--- config.mk ---
export PLATFORM = sky130hd
export DESIGN_NAME = led_seq_scheduler
export DESIGN_NICKNAME = d
export VERILOG_FILES = /design/src/rtl/led_seq_pkg.sv /design/src/rtl/led_pattern_gen.sv /design/src/rtl/led_seq_scheduler.sv
export SDC_FILE = /design/constraint.sdc
export NUM_CORES = 1
export LEC_CHECK = 0
export CELL_PAD_IN_SITES_DETAIL_PLACEMENT = 0
export CELL_PAD_IN_SITES_GLOBAL_PLACEMENT = 1
export CORE_MARGIN = 2
export CORE_UTILIZATION = 44
export CTS_CLUSTER_SIZE = 16
export DETAILED_ROUTE_END_ITERATION = 8
export PLACE_DENSITY = 0.9
export SLEW_MARGIN = 20
export SYNTH_ARGS = -nofsm -noshare
export SYNTH_HDL_FRONTEND = slang
export SYNTH_SLANG_ARGS = --single-unit
--- constraint.sdc ---
create_clock -name clk -period 3.1 [get_ports clk]
set_input_delay 0.31 -clock clk [delete_from_list [all_inputs] [get_ports clk]]
set_output_delay 0.31 -clock clk [all_outputs]
set_load 0.02 [all_outputs]
--- src/rtl/led_seq_pkg.sv ---
// rtl/led_seq_pkg.sv - shared mode codes, FSM states and width helper for the LED sequence scheduler
package led_seq_pkg;

  typedef enum logic [1:0] {
    MODE_FWD    = 2'b00,
    MODE_REV    = 2'b01,
    MODE_BOUNCE = 2'b10,
    MODE_BLINK  = 2'b11
  } mode_e;

  typedef enum logic {
    ST_IDLE = 1'b0,
    ST_RUN  = 1'b1
  } state_e;

  // Counter width for values 0..v-1, never narrower than one bit
  function automatic int clog2_min1(input int v);
    return (v <= 2) ? 1 : $clog2(v);
  endfunction

endpackage

--- src/rtl/led_pattern_gen.sv ---
// rtl/led_pattern_gen.sv - combinational LED pattern for one display step
// pos = step mod NLED, bpos = step mod (2*NLED-2), odd = step parity; the caller keeps these as wrap counters.
module led_pattern_gen
  import led_seq_pkg::*;
#(
  parameter int NLED = 5,
  parameter int PW   = 3,
  parameter int BW   = 3
) (
  input  mode_e            mode,
  input  logic [PW-1:0]    pos,
  input  logic [BW-1:0]    bpos,
  input  logic             odd,
  output logic [NLED-1:0]  leds
);

  localparam logic [NLED-1:0] LEFT  = {1'b1, {(NLED-1){1'b0}}};
  localparam logic [NLED-1:0] RIGHT = {{(NLED-1){1'b0}}, 1'b1};

  int b;
  int idx;

  always_comb begin
    leds = '0;
    b    = int'(bpos);
    idx  = (b < NLED) ? b : (2 * NLED - 2 - b);
    case (mode)
      MODE_FWD:    leds = LEFT >> pos;
      MODE_REV:    leds = RIGHT << pos;
      MODE_BOUNCE: leds = LEFT >> idx;
      MODE_BLINK:  leds = odd ? '0 : '1;
      default:     leds = '0;
    endcase
  end

endmodule

--- src/rtl/led_seq_scheduler.sv ---
// rtl/led_seq_scheduler.sv - round-robin owner of a shared LED bank, stepping one pattern per grant
module led_seq_scheduler
  import led_seq_pkg::*;
#(
  parameter int NREQ     = 3,
  parameter int NLED     = 5,
  parameter int STEPS    = 10,
  parameter int TICK_DIV = 1000000
) (
  input  logic                clk,
  input  logic                reset,
  input  logic [NREQ-1:0]     req,
  input  logic [2*NREQ-1:0]   mode,
  output logic [NREQ-1:0]     gnt,
  output logic [NREQ-1:0]     done,
  output logic [NLED-1:0]     leds,
  output logic                busy
);

  localparam int SW  = clog2_min1(STEPS);
  localparam int PSW = clog2_min1(TICK_DIV);
  localparam int PW  = clog2_min1(NLED);
  localparam int BW  = clog2_min1(2 * NLED - 2);
  localparam int RW  = clog2_min1(NREQ);
  localparam logic [NREQ-1:0] ONE_R = {{(NREQ-1){1'b0}}, 1'b1};

  state_e          state;
  mode_e           cur_mode;
  logic [RW-1:0]   rr, owner, pick;
  logic [PSW-1:0]  presc;
  logic [SW-1:0]   step;
  logic [PW-1:0]   pos, pos_n, pat_pos;
  logic [BW-1:0]   bpos, bpos_n, pat_bpos;
  logic            found, tick, last, abort, pat_odd;
  mode_e           pick_mode, pat_mode;
  logic [NLED-1:0] pat;
  int              cand;

  always_comb begin
    found = 1'b0;
    pick  = '0;
    cand  = 0;
    for (int j = 0; j < NREQ; j++) begin
      cand = int'(rr) + j;
      if (cand >= NREQ) cand = cand - NREQ;
      if (!found && req[cand]) begin
        found = 1'b1;
        pick  = RW'(cand);
      end
    end
  end

  assign pick_mode = mode_e'(mode[2*pick +: 2]);
  assign tick      = (presc == PSW'(TICK_DIV - 1));
  assign last      = (step == SW'(STEPS - 1));
  assign abort     = ((req & gnt) == '0);
  assign pos_n     = (pos == PW'(NLED - 1)) ? '0 : pos + PW'(1);
  assign bpos_n    = (bpos == BW'(2 * NLED - 3)) ? '0 : bpos + BW'(1);

  // Pattern is looked up one step ahead so the registered leds change on the tick edge
  always_comb begin
    pat_mode = cur_mode;
    pat_pos  = pos_n;
    pat_bpos = bpos_n;
    pat_odd  = ~step[0];
    if (state == ST_IDLE) begin
      pat_mode = pick_mode;
      pat_pos  = '0;
      pat_bpos = '0;
      pat_odd  = 1'b0;
    end
  end

  led_pattern_gen #(.NLED(NLED), .PW(PW), .BW(BW)) u_pattern (
    .mode (pat_mode),
    .pos  (pat_pos),
    .bpos (pat_bpos),
    .odd  (pat_odd),
    .leds (pat)
  );

  always_ff @(posedge clk) begin
    if (reset) begin
      state    <= ST_IDLE;
      cur_mode <= MODE_FWD;
      rr       <= '0;
      owner    <= '0;
      presc    <= '0;
      step     <= '0;
      pos      <= '0;
      bpos     <= '0;
      gnt      <= '0;
      done     <= '0;
      leds     <= '0;
      busy     <= 1'b0;
    end else begin
      case (state)
        ST_IDLE: begin
          done <= '0;
          // The cycle carrying a done pulse is a mandatory gap before the next grant
          if (found && done == '0) begin
            state    <= ST_RUN;
            gnt      <= ONE_R << pick;
            owner    <= pick;
            cur_mode <= pick_mode;
            presc    <= '0;
            step     <= '0;
            pos      <= '0;
            bpos     <= '0;
            leds     <= pat;
            busy     <= 1'b1;
          end
        end
        ST_RUN: begin
          if (abort || (tick && last)) begin
            state <= ST_IDLE;
            done  <= abort ? '0 : gnt;
            gnt   <= '0;
            leds  <= '0;
            busy  <= 1'b0;
            rr    <= (owner == RW'(NREQ - 1)) ? '0 : owner + RW'(1);
          end else if (tick) begin
            presc <= '0;
            step  <= step + SW'(1);
            pos   <= pos_n;
            bpos  <= bpos_n;
            leds  <= pat;
          end else begin
            presc <= presc + PSW'(1);
          end
        end
        default: state <= ST_IDLE;
      endcase
    end
  end

endmodule
==> results.json <==
{
  "finish.instance_area_sq_mm": 0.00322,
  "synth_top_family_by_area": "simple AND/OR/NAND/NOR gates",
  "synth_edf_count": 0,
  "yosysWarnings": 0,
  "cts_made_buffers": 5,
  "status": "finished, final reports clean",
  "drt-initial-drc-count": 167,
  "core_sq_mm": 0.00628,
  "reg2reg_depth": 9,
  "drc_errors": 0,
  "syn-cell-area_sq_mm": 0.00282,
  "antenna_found_initial": 0,
  "p_leak_nw": 1.11,
  "start_kind": "register",
  "hold_buffers": 0,
  "synthSimpleGateAreaFrac_pct": 30.3,
  "setup_viol_count_final": 0,
  "cpPeakStageDelay_ns": 0.51,
  "cts_root_buf": "clkbuf_8",
  "synth_compound_area_share_pct": 16.4,
  "critical_path_class": "reg -> reg",
  "tightest_slew_ns": 0.643,
  "crit_family": "simple AND/OR/NAND/NOR gates",
  "synth_cells": 347,
  "syn2layout_area_growth_pct": 14.3,
  "layout.nets": 391,
  "overflow": 0,
  "worstHoldPathType": "reg -> reg",
  "ys_seq_elements": 49,
  "timing.setup.tns_ns": 0,
  "endpoint_kind": "register",
  "p_per_area_mw_per_mm2": 743,
  "cts_sinks": 49,
  "synth.avg_cell_area_sq_um": 8.13,
  "post_dp_cell_area_sq_mm": 0.00311,
  "crit_chain": "inv_1, ha_1, nand3b_1, o21ai_2, or4b_4, and4b_1, nor4_2, nand2_1, a31oi_1",
  "crit_fanout": 10,
  "clock_latency_ns": 0.31,
  "finalNonFillerCells": 447,
  "async_flop_share_pct": 0,
  "grt_pass1_vias": 2527,
  "postCtsSetupBuffers": 0,
  "clkTransAtPathRegs_ns": 0.09,
  "synth-adder-area-share_pct": 4.88,
  "diodes": 0,
  "ys_types": 58,
  "row_count": 29,
  "drtPass1Iterations": 4,
  "finalHoldViolations": 0,
  "max_cap_violations": 0,
  "p_total_mw": 2.40,
  "min_path_cells": 2,
  "period_needed_ns": 2.73,
  "grt_start_max_net_pins": 24,
  "num_io_pins": 23,
  "critPathSlowestCell": "or4b_4",
  "path_depth": 9,
  "htreeDepth": 2,
  "portBuffers": 22,
  "cts_tree": "built",
  "ff2ff_setup_slack_ns": 0.37,
  "worstPathArrival_ns": 2.96,
  "die_w_um": 84.1,
  "synth_flop_cell": "dfxtp_1",
  "worst-path-buf-inv": 1,
  "place_congestion": 0.873,
  "ant_nets": 0,
  "clock_skew_ns": 0.00579,
  "wl_um": 6300,
  "max_freq_mhz": 367,
  "ctsResizeCount": 0,
  "maxSlewViolCount": 0,
  "grtUsageTotal_pct": 19.1,
  "initial_core_util_pct": 44.9,
  "hpwl_um": 4570,
  "rsz0062_at_grt": "false",
  "grt_pass1_wl_um": 11400,
  "drive_gt1_share_pct": 7.03,
  "ctsLongestPathBuffers": 2,
  "synth-xor-area-share_pct": 5.90,
  "placed_cells": 439,
  "dieArea_sq_mm": 0.00707,
  "ir_worst_vdd_mv": 0.422,
  "muxShareOfSynthArea_pct": 3.28,
  "synth_nets": 369,
  "worstPathRequired_ns": 3.34,
  "wl_per_cell_um": 14.1,
  "min_period_over_period_pct": 87.9,
  "vias": 2543,
  "vias_per_cell": 5.69,
  "relSlewSlack_pct": 56.8,
  "die_h_um": 84.1,
  "seq_area_frac_synth_pct": 34.8
}
## Yosys cell counts (3+ instances only)
| cell type | instances | area (sq um) |
|---|---|---|
| nor3_1 | 12 | 60.1 |
| ha_1 | 11 | 138 |
| buf_2 | 5 | 25.0 |
| mux2i_1 | 7 | 70.1 |
| or3_1 | 5 | 31.3 |
| nor4b_1 | 4 | 35.0 |
| clkbuf_1 | 6 | 22.5 |
| nand2_1 | 25 | 93.8 |
| a32oi_1 | 3 | 26.3 |
| nor2_1 | 56 | 210 |
| a22oi_1 | 3 | 22.5 |
| inv_1 | 12 | 45.0 |
| nor4_1 | 11 | 68.8 |
| a31oi_1 | 3 | 18.8 |
| nand3_1 | 11 | 55.1 |
| o31ai_1 | 3 | 22.5 |
| dfxtp_1 | 49 | 981 |
| o21ai_0 | 11 | 55.1 |
| o22ai_1 | 3 | 18.8 |
| a21oi_1 | 23 | 115 |
| nand3b_1 | 4 | 30.0 |
| nand2b_1 | 4 | 25.0 |
| nor2b_1 | 7 | 43.8 |
| nand4_1 | 5 | 31.3 |
| nor3b_1 | 4 | 30.0 |
| xnor2_1 | 18 | 158 |
## flip-flops by register name, summed over array words and instances (netlist names)
| signal | flops |
|---|---|
| presc | 20 |
| state | 1 |
| leds | 5 |
| step | 4 |
| pos | 3 |
| cur_mode | 2 |
| owner | 2 |
| done | 3 |
| gnt | 3 |
| bpos | 3 |
| rr | 2 |
| busy | 1 |
## final timing paths
path,start,end
min,presc[1],presc[1]
max reg2reg,rr[0],leds[3]
max,rr[0],leds[3]
min reg2reg,presc[1],presc[1]
## power breakdown
group	internal [mW]	switching (mW)	leakage (nW)	total, mW
Sequential	0.727	0.114	0.398	0.841
Clock	0.242	0.221	0.0554	0.463
Combinational	0.438	0.654	0.655	1.09
## tightest hold or removal path, stage by stage, from the launching register on
cell and delay (ns):
dfxtp_1 0.34, nand2_1 0.06, a21oi_1 0.05
## kinds of logic (layout without fill, tap and decap cells)
logic type      Yosys count  in the layout
simple gates            164            164
compound gates           68             68
flops                    49             49
buf+inv                  27             50
xor+xnor                 19             19
fa+ha+maj                11             11
mux                       9              9
## final cells by class
cell class,instances,area (sq um)
fill,612,3050
multi-input combinational,271,1710
sequential,49,981
timing repair buffer,29,273
tap,77,96.3
clock buffer,6,72.6
inverter,13,48.8
clock inverter,2,38.8
## routing by layer
layer  GRT usage, %  wire length, um  vias up
met2           31.7             2980       39
met4           6.01               98        0
met1           25.4             3040     1206
met3           3.26              176        9
li1               -                -     1289
met5              0                0        -
## metrics by stage
stage	util, %	setup slack, ns	hold WS [ns]
global route	51.4	0.148	0.520
finish	51.4	0.374	0.494
detailed placement	49.6	0.348	0.480
floorplan	-	0.680	0.449
CTS	51.4	0.360	0.494
global placement	49.6	0.429	0.464
## layout by cell type, fill, tap and decap left out, drive strengths merged, types with 3 or more instances in the layout
cell | netlist | routed
nor2 | 57 | 57
dfxtp | 49 | 49
nand2 | 25 | 25
a21oi | 23 | 23
clkdlybuf4s50 | 0 | 22
xnor2 | 18 | 18
o21ai | 14 | 14
nor4 | 13 | 13
inv | 12 | 12
nor3 | 12 | 12
nand3 | 11 | 11
ha | 11 | 11
mux2i | 7 | 7
nor2b | 7 | 7
buf | 8 | 7
or3 | 6 | 6
clkbuf | 6 | 6
nand4 | 5 | 5
nand2b | 4 | 4
nor4b | 4 | 4
nand3b | 4 | 4
nor3b | 4 | 4
o22ai | 3 | 3
a31oi | 3 | 3
a32oi | 3 | 3
o31ai | 3 | 3
a22oi | 3 | 3
Power figures use the tool's default switching activity.
